**config.mk**
```make
export PLATFORM = sky130hd
export DESIGN_NAME = alu_req_arbiter
export DESIGN_NICKNAME = d
export VERILOG_FILES = /design/src/rtl/alu_req_arbiter.sv
export SDC_FILE = /design/constraint.sdc
export NUM_CORES = 1
export LEC_CHECK = 0
export BUFFER_PORTS_ARGS = -buffer_cell sky130_fd_sc_hd__buf_2
export CELL_PAD_IN_SITES_DETAIL_PLACEMENT = 1
export CELL_PAD_IN_SITES_GLOBAL_PLACEMENT = 2
export CORE_ASPECT_RATIO = 2
export CORE_MARGIN = 8
export CORE_UTILIZATION = 26
export CTS_BUF_LIST = sky130_fd_sc_hd__clkbuf_8
export DETAILED_ROUTE_END_ITERATION = 8
export GPL_TIMING_DRIVEN = 0
export PLACE_DENSITY_LB_ADDON = 0.1
export SYNTH_ARGS = -nofsm -noshare
export SYNTH_HDL_FRONTEND = slang
export SYNTH_SLANG_ARGS = --single-unit
```
**constraint.sdc**
```tcl
create_clock -name clk -period 3.6 [get_ports clk]
set_clock_uncertainty 0.05 [all_clocks]
set_input_delay 0.72 -clock clk [delete_from_list [all_inputs] [get_ports clk]]
set_output_delay 0.72 -clock clk [all_outputs]
set_load 0.005 [all_outputs]
```
**src/rtl/alu_req_arbiter.sv**
```systemverilog
// Two-requester round-robin front end for a shared 16-bit ALU: registers the granted
// operation onto the ALU, waits ALU_LAT cycles, then returns a tagged response.
module alu_req_arbiter #(
    parameter int unsigned ALU_LAT = 1  // supported range 1..15
) (
    input  logic        clk,
    input  logic        rst_n,
    input  logic        req0_valid,
    output logic        req0_ready,
    input  logic [2:0]  req0_op,
    input  logic [15:0] req0_a,
    input  logic [15:0] req0_b,
    input  logic        req1_valid,
    output logic        req1_ready,
    input  logic [2:0]  req1_op,
    input  logic [15:0] req1_a,
    input  logic [15:0] req1_b,
    output logic [2:0]  alu_op,
    output logic [15:0] alu_a,
    output logic [15:0] alu_b,
    input  logic [15:0] alu_result,
    input  logic        alu_z,
    input  logic        alu_agtb,
    input  logic        alu_bgta,
    output logic        rsp_valid,
    input  logic        rsp_ready,
    output logic        rsp_id,
    output logic [15:0] rsp_data,
    output logic [2:0]  rsp_flags,
    output logic        busy
);

    typedef enum logic [1:0] {IDLE, EXEC, RESP} state_t;

    localparam logic [3:0] CNT_INIT = 4'(ALU_LAT - 1);

    state_t      state_q, state_d;
    logic [3:0]  cnt_q, cnt_d;
    logic        rr_q, rr_d;
    logic [2:0]  alu_op_q, alu_op_d;
    logic [15:0] alu_a_q, alu_a_d;
    logic [15:0] alu_b_q, alu_b_d;
    logic        rsp_valid_q, rsp_valid_d;
    logic        rsp_id_q, rsp_id_d;
    logic [15:0] rsp_data_q, rsp_data_d;
    logic [2:0]  rsp_flags_q, rsp_flags_d;
    logic        grant;
    logic        xfer;

    // rr only matters on a tie; a lone requester always wins.
    assign grant      = (req0_valid && req1_valid) ? rr_q : req1_valid;
    assign req0_ready = (state_q == IDLE) && req0_valid && !grant;
    assign req1_ready = (state_q == IDLE) && req1_valid && grant;
    assign xfer       = req0_ready || req1_ready;

    always_comb begin
        state_d     = state_q;
        cnt_d       = cnt_q;
        rr_d        = rr_q;
        alu_op_d    = alu_op_q;
        alu_a_d     = alu_a_q;
        alu_b_d     = alu_b_q;
        rsp_valid_d = rsp_valid_q;
        rsp_id_d    = rsp_id_q;
        rsp_data_d  = rsp_data_q;
        rsp_flags_d = rsp_flags_q;
        unique case (state_q)
            IDLE: begin
                if (xfer) begin
                    alu_op_d = grant ? req1_op : req0_op;
                    alu_a_d  = grant ? req1_a  : req0_a;
                    alu_b_d  = grant ? req1_b  : req0_b;
                    rsp_id_d = grant;
                    cnt_d    = CNT_INIT;
                    rr_d     = ~grant;
                    state_d  = EXEC;
                end
            end
            EXEC: begin
                if (cnt_q != 4'd0) begin
                    cnt_d = cnt_q - 4'd1;
                end else begin
                    rsp_data_d  = alu_result;
                    rsp_flags_d = {alu_z, alu_agtb, alu_bgta};
                    rsp_valid_d = 1'b1;
                    state_d     = RESP;
                end
            end
            RESP: begin
                if (rsp_ready) begin
                    rsp_valid_d = 1'b0;
                    state_d     = IDLE;
                end
            end
            default: state_d = IDLE;
        endcase
    end

    always_ff @(posedge clk or negedge rst_n) begin
        if (!rst_n) begin
            state_q     <= IDLE;
            cnt_q       <= 4'd0;
            rr_q        <= 1'b0;
            alu_op_q    <= 3'd0;
            alu_a_q     <= 16'd0;
            alu_b_q     <= 16'd0;
            rsp_valid_q <= 1'b0;
            rsp_id_q    <= 1'b0;
            rsp_data_q  <= 16'd0;
            rsp_flags_q <= 3'd0;
        end else begin
            state_q     <= state_d;
            cnt_q       <= cnt_d;
            rr_q        <= rr_d;
            alu_op_q    <= alu_op_d;
            alu_a_q     <= alu_a_d;
            alu_b_q     <= alu_b_d;
            rsp_valid_q <= rsp_valid_d;
            rsp_id_q    <= rsp_id_d;
            rsp_data_q  <= rsp_data_d;
            rsp_flags_q <= rsp_flags_d;
        end
    end

    assign alu_op    = alu_op_q;
    assign alu_a     = alu_a_q;
    assign alu_b     = alu_b_q;
    assign rsp_valid = rsp_valid_q;
    assign rsp_id    = rsp_id_q;
    assign rsp_data  = rsp_data_q;
    assign rsp_flags = rsp_flags_q;
    assign busy      = (state_q != IDLE);

endmodule
```
==> implementation parameters, run 1 <==
Parameter                              Value

Final layout
  Net count of the finished layout    between 500 and 600
  Final Instance Area    just over 4000 um2
  Signed area change from the synthesized netlist to the final layout    38.4%
  Share of final-layout standard cells stronger than drive strength 1    50.0%
  Final Util    between 30% and 40%
  Count of inserted antenna diode cells    0

Timing
  Unrepaired setup endpoints after global routing    no
  F_max    ~370 MHz
  Worst Tran Pin Value    832 ps
  Total negative slack for setup checks    0 ps
  Max_slew headroom    between 40% and 50%
  Final Hold Fails    0
  Share of the clock period used by the worst path    between 70% and 80%
  Final number of max-transition violations    0
  Final Critical Period    2680 ps
  Final setup viols    0

Pwr
  Leak    around 1.9 nW
  Net switching power    1.21 mW
  Switching power as a share of total power    37.1%
  Power density normalized to cell area    805 nW/um2
  Clock share of power    about a fifth
  IR drop worst, VDD    about 0.00024 V
  Pint    approximately 2.1 mW
  Proportion of power drawn by combinational gates    around 44%
  Sequential group share of total power    37.2%

Global route
  Pin count of the biggest net entering global routing    64
  Vias in the first global route    ~3300
  Total global routing track utilization    between 10% and 20%
  Antenna violations before repair    0
  Total gr overflow    0
  First-pass GRT wire length    ~17000 um

Floorplanning
  Count of pins on the block boundary    about 150
  Die area    ~15000 um2
  Starting density of the core    26.3%
  Die Width    91.1 um
  Row Count    55
  Die H    ~170 um
  Area inside the core boundary    roughly 11000 um2

Min path
  Hold crit path type    in2async

Yosys
  Syn_nets    360
  Cell Area, Synth    ~2900 um2
  Library cells used by synthesis    36
  Synthesized instance count    approximately 270
  Portion of the post-synthesis area used by sequential elements    53.8%
  Post-synthesis area per instance    about 11 um2
  Post-synthesis sequential element count    63
  Synth warn    0

Placement
  Dpl hpwl    slightly above 8000 um
  I/O Buffers    around 150
  Routability Congestion    roughly 0.72
  Post-Place Cell Area    3870 um2

Route
  Number of DRC markers in iteration 0    44
  Number of vias after detailed routing    2753
  Average wire per cell in the routed design    ~19 um
  Pre-antenna DRT Iters    4
  Remaining number of nets flagged by the antenna check after routing    0
  Total length of routed wires    roughly 11000 um
  Post-detailed-route via-to-cell ratio    roughly 4.8
  Number of design rule violations left after detail routing    0

Worst setup path
  Type of destination of the critical path    output port
  Origin of the critical flop-to-flop path    state_q[1]
  Setup Crit Path Kind    in2out
  Worst setup path start    req1_valid
  Most Frequent Cell on Critical Path    buf_2
  Data arrival time of the critical path    1910 ps
  Critical-path top delay cell    nor3_4
  Maximum single-stage delay on the critical path    between 300 and 400 ps
  Worst-path maximum fanout    10
  Data required time at the worst endpoint    between 2000 and 3000 ps
  CP Cell Sequence    buf_2 -> inv_1 -> nor3_4 -> buf_2 -> buf_2
  Worst Setup Start Kind    input pin

CTS
  H-tree lvl count    3
  Number of clock buffers inserted by TritonCTS    9
  Count of cells resized by post-cts repair    0
  Count of hold-fix buffers inserted at cts    0
  Number of clock sinks    63
  Clock latency at the later pin of the worst-skew pair    about 340 ps
  Post-CTS setup repair buffer count    0
  Maximum clock path buffer count    2
  TritonCTS clock tree    built
  Buffer cell driving the clock tree root    clkbuf_8
  Clock-pin slew on the worst setup and hold paths    70 ps

Run
  # Max-Cap Violations    0

Status
  Status    finished, final reports clean
## cells in the mapped netlist
library cell	n	area, um2
or4bb_1	1	11.3
or3b_4	1	11.3
buf_4	1	7.51
nand4_1	1	6.26
a221o_1	6	60.1
buf_1	1	3.75
or2_2	1	6.26
mux2i_1	2	20.0
mux2_2	20	225
a21boi_0	11	82.6
ha_1	1	12.5
a21oi_1	25	125
inv_1	5	18.8
inv_2	1	3.75
nor2_8	1	20.0
nand3_1	24	120
a22o_1	2	17.5
nor2_2	1	6.26
and2b_2	1	8.76
nor2_1	3	11.3
clkbuf_1	7	26.3
nor3_1	2	10.0
a21oi_4	1	16.3
dfrtp_1	63	1580
o21bai_1	1	7.51
nand2b_1	2	12.5
buf_2	12	60.1
a21o_1	1	7.51
nor3_4	1	16.3
a31oi_1	24	150
buf_6	4	45.0
nor3b_1	2	15.0
or2_1	1	6.26
nand2_1	1	3.75
a221o_2	5	56.3
o21ai_0	29	145
## cells in the final DEF, fill, tap and decap left out, types with 4 or more instances in the layout
master	instances
buf_2	162
dfrtp_1	63
o21ai_0	29
a21oi_1	25
nand3_1	24
a31oi_1	24
mux2_2	20
a21boi_0	11
clkbuf_8	9
clkbuf_1	7
inv_1	6
a221o_1	6
a221o_2	5
buf_6	4
## state kept, by name, summed over array words and instances (netlist names)
register,flops
state_q,2
rsp_flags,3
rr_q,1
rsp_id,1
cnt_q,4
rsp_data,16
alu_op,3
rsp_valid,1
alu_a,16
alu_b,16
## worst max-delay path: cells and delay by family
kind                   cells  cell delay [ps]
buffers and inverters      4              860
and+or+nand+nor            1              330
## per-stage QoR
stage,worst slack [ps],hold slack [ps],power [mW],cells
2_1_floorplan,1350,374,2.03,265
3_3_place_gp,940,409,2.65,558
3_5_place_dp,886,424,2.72,558
4_1_cts,870,439,3.35,574
5_1_grt,766,470,3.54,574
6_report,925,423,3.27,574
## metal layers
layer / share of wire [%] / global-route usage (%) / vias to the layer above
met2: 53 / 25.3 / 96
met3: 7.3 / 5.70 / 11
met1: 39 / 15.3 / 1335
met4: 1.5 / 5.03 / 0
li1: - / - / 1311
met5: 0 / 0 / -
## final timing paths
path / cells after the start / to / slack [ps]
setup / recovery: 5 / req1_ready / 920
hold / removal: 1 / alu_a[9] / 420
setup reg to reg: 6 / alu_a[5] / 1910
hold reg to reg: 1 / rsp_id / 440
max in group asynchronous: 1 / alu_b[13] / 2530
min in group clk: 1 / rsp_id / 440
## cell type report
cell class,instances,area [um2]
Fill cell,1334,7090
Multi-Input combinational cell,171,1190
Buffer,25,143
Sequential cell,63,1580
Timing Repair Buffer,151,758
Clock inverter,7,65.1
Inverter,6,22.5
Tap cell,142,178
Clock buffer,9,124
## power by group through the flow
stage          registers, mW  logic (mW)  clock network [mW]
6_report                1.21        1.45               0.607
4_1_cts                 1.22        1.50               0.633
3_3_place_gp            1.21        1.45                   0
2_1_floorplan           1.24       0.786                   0
3_5_place_dp            1.23        1.49                   0
5_1_grt                 1.26        1.62               0.661
## kinds of logic (layout without fill, tap and decap cells)
kind of cell / Yosys count / count (layout) / share of synthesized area (%)
AOI/OAI and AO/OA: 105 / 105 / 22.8
adders and majority gates: 1 / 1 / 0.427
buffers and inverters: 31 / 198 / 5.63
DFF: 63 / 63 / 53.8
muxes: 22 / 22 / 8.36
and+or+nand+nor: 43 / 43 / 9.04
No activity file was read; power rests on OpenSTA's default activity.
==> inputs of run 2 (changes only) <==
- ABC_AREA: default -> 1
- CORE_UTILIZATION: 26 -> 25
- clock period: 3.6 -> 2.75 ns (I/O delays scaled with it)
==> run 2 against run 1 <==
  * Combinational power up 26%
  * Area after synthesis up 1.6%
  * Register-to-register slack worse by 620 ps
  * Total power up 32%
  * Critical path depth unchanged
  * Worst setup slack worse by 360 ps
  * Non-clock buffer count down 7
  * Largest cell class unchanged
  * Largest power group unchanged
==> implementation parameters, run 2 <==
Parameter                              Value

Status
  Status    finished, final reports clean

Final layout
  Highest-count cells in the layout ignoring fill and taps    nand2_1 (191), buf_2 (155), dfrtp_1 (63)
  Share of final-layout standard cells stronger than drive strength 1    34.9% (-15 points)
  Signed area change from the synthesized netlist to the final layout    39.1%
  Count of inserted antenna diode cells    0 (unchanged)
  Final Non-Filler Cells    693 (+21%)
  Final Util    35.4% (-0.99 points)
  Most common cell after layout, fill and taps aside    nand2_1
  Final Instance Area    4140 um2 (+2.1%)
  Net count of the finished layout    638 (+22%)

Worst setup path
  Data arrival time of the critical path    1590 ps (-320 ps)
  Critical-path top delay cell    dfrtp_1
  Setup Crit Path Kind    reg2out
  Type of destination of the critical path    output port
  Worst-path maximum fanout    10 (unchanged)
  Data required time at the worst endpoint    2150 ps (-680 ps)
  Worst Setup Start Kind    flop
  Maximum single-stage delay on the critical path    440 ps (+110 ps)
  CP Cell Sequence    nor2_4 -> nand2_4 -> a21oi_2 -> buf_6 -> buf_2

Yosys
  Post-synthesis sequential element count    63 (unchanged)
  Synth warn    0 (unchanged)
  Library cells used by synthesis    22 (-39%)
  Cell Area, Synth    2980 um2 (+1.6%)
  Post-synthesis area per instance    7.82 um2 (-29%)
  Portion of the post-synthesis area used by sequential elements    52.9% (-0.84 points)
  Proportion of register bits with asynchronous set or reset after synthesis    100% (unchanged)
  Leading register cell type out of synthesis    dfrtp_1
  Area contributors post-synth    dfrtp_1 (53%), nand2_1 (24%), nand3_1 (6.2%)
  Synth top area share    52.9% (-0.84 points)
  Synthesized instance count    381 (+44%)
  Top cells by count, synth    nand2_1 (191), dfrtp_1 (63), nand3_1 (37)
  Number of enable flip-flop cells after synthesis    0 (unchanged)
  Most repeated cell in the gate-level netlist after synthesis    nand2_1
  Syn_nets    476 (+32%)
  Yosys top cell by area    dfrtp_1

Timing
  Max_slew headroom    44.7% (+0.19 points)
  Worst Tran Pin Value    829 ps (-2.91 ps)
  Unrepaired setup endpoints after global routing    no
  Share of the clock period used by the worst path    between 70 and 80%
  Total negative slack for setup checks    0 ps (unchanged)
  Least setup slack across all paths after layout    565 ps (-360 ps)
  Final setup viols    0 (unchanged)
  Final Hold Fails    0 (unchanged)
  F_max    458 MHz
  Final number of max-transition violations    0 (unchanged)
  Worst hold slack    255 ps (-168 ps)
  Final Critical Period    ~2200 ps

Global route
  Antenna violations before repair    0 (unchanged)
  Pin count of the biggest net entering global routing    64 (unchanged)
  Total gr overflow    0 (unchanged)
  Met3 routing resource usage after global routing    3.97% (-1.7 points)
  Total global routing track utilization    13.3% (-1.2 points)
  Vias in the first global route    3351 (+2.9%)
  Routing usage on met1    13.8% (-1.5 points)
  First-pass GRT wire length    16600 um (-4.9%)
  Layer with the highest usage after global routing    met2
  Met2 track demand over resource    23.7% (-1.6 points)

Floorplanning
  Count of pins on the block boundary    153 (unchanged)
  Starting density of the core    25.5% (-0.85 points)
  Area inside the core boundary    11700 um2 (+5.0%)
  Die area    15900 um2 (+4.9%)
  Die Width    93.2 um (+2.3%)
  Row Count    56 (+1.8%)
  Die H    170 um (+2.5%)

Placement
  I/O Buffers    151 (unchanged)
  Count of placed standard cells including taps    677 (+21%)
  Post-Place Cell Area    3920 um2 (+1.3%)
  Dpl hpwl    8030 um (-1.2%)
  Pre-CTS setup slack    723 ps (-163 ps)
  Routability Congestion    0.750 (+4.0%)

CTS
  Number of clock buffers inserted by TritonCTS    9 (unchanged)
  Buffer cell driving the clock tree root    clkbuf_8
  H-tree lvl count    3 (unchanged)
  Clock-pin slew on the worst setup and hold paths    70 ps (about the same)
  Number of clock sinks    63 (unchanged)
  Maximum clock path buffer count    2 (unchanged)
  Count of cells resized by post-cts repair    0 (unchanged)
  Count of hold-fix buffers inserted at cts    0 (unchanged)
  Clock latency at the later pin of the worst-skew pair    340 ps (about the same)
  TritonCTS clock tree    built
  Post-CTS setup repair buffer count    0 (unchanged)

Pwr
  Clock share of power    21.2% (+2.6 points)
  Proportion of power drawn by combinational gates    42.0% (-2.3 points)
  Post-layout power    4.33 mW (+32%)
  Net switching power    1.65 mW (+36%)
  Sequential group share of total power    36.7% (-0.5 points)
  Switching power as a share of total power    38.1% (+1.0 points)
  Leak    2.47 nW (+30%)
  IR drop worst, VDD    0.000317 V (+33%)
  Pint    2.68 mW (+30%)
  Power density normalized to cell area    1040 nW/um2 (+30%)

Run
  # Max-Cap Violations    0 (unchanged)

Min path
  Hold crit path type    in2async

Route
  Number of vias after detailed routing    2979 (+8.2%)
  Post-detailed-route via-to-cell ratio    4.30 (-10%)
  Pre-antenna DRT Iters    5 (+1)
  Number of DRC markers in iteration 0    56 (+27%)
  Remaining number of nets flagged by the antenna check after routing    0 (unchanged)
  Average wire per cell in the routed design    14.6 um (-22%)
  Total length of routed wires    10100 um (-5.2%)
  Number of design rule violations left after detail routing    0 (unchanged)
[run 2: cell types whose count changed in the layout (fill, tap and decap cells not counted), sizes merged, moves of 11 or more]
cell,before,now
nand3,24,39
mux2,20,0
a31oi,24,0
a221o,11,0
a21oi,26,1
inv,7,34
a21boi,11,0
nand2,1,195
[run 2: area by class of cell]
| type | instances | area (um2) |
|---|---|---|
| sequential | 63 | 1580 |
| timing repair buffer | 151 | 758 |
| clock buffer | 11 | 151 |
| fill | 1513 | 7560 |
| inverter | 32 | 123 |
| clock inverter | 5 | 72.6 |
| tap | 145 | 181 |
| multi-input combinational | 268 | 1150 |
| buffer | 18 | 126 |
[run 2: final timing paths]
kind,cells past startpoint,slack [ps],endpoint,from
worst max-delay path,5,560,req0_ready,state_q[0]
worst min-delay path,1,260,rsp_data[15],rst_n
worst max register to register,5,1290,rsp_data[3],cnt_q[0]
worst min register to register,2,420,alu_a[3],alu_a[3]
max in group asynchronous,1,1850,cnt_q[1],rst_n
min in group clk,2,360,state_q[1],rsp_ready
[run 2: cells by family (layout without fill, tap and decap cells)]
logic type      after synthesis  count (layout)  synth area share [%]
compound gates               21              21                  3.74
fa+ha+maj                     1               1                 0.420
buf+inv                      50             217                  8.36
flops                        63              63                  52.9
simple gates                246             246                  34.6
[run 2: routing by layer]
layer,up-vias,share of wire (%)
li1,1491,-
met1,1381,38
met2,97,53
met3,10,6.9
met4,0,1.8
met5,-,0
[run 2: critical path: cells and delay by family, from the launching register on]
kind	cells	cell delay [ps]
flops	1	440
simple gates	2	310
buf+inv	2	290
compound gates	1	200
[run 2: power by group through the flow]
stage          clock network (mW)  registers [mW]  logic, mW
2_1_floorplan                   0            1.64       1.01
3_3_place_gp                    0            1.60       1.86
3_5_place_dp                    0            1.61       1.91
4_1_cts                     0.964            1.60       1.91
5_1_grt                     0.994            1.65       2.13
6_report                    0.919            1.59       1.82
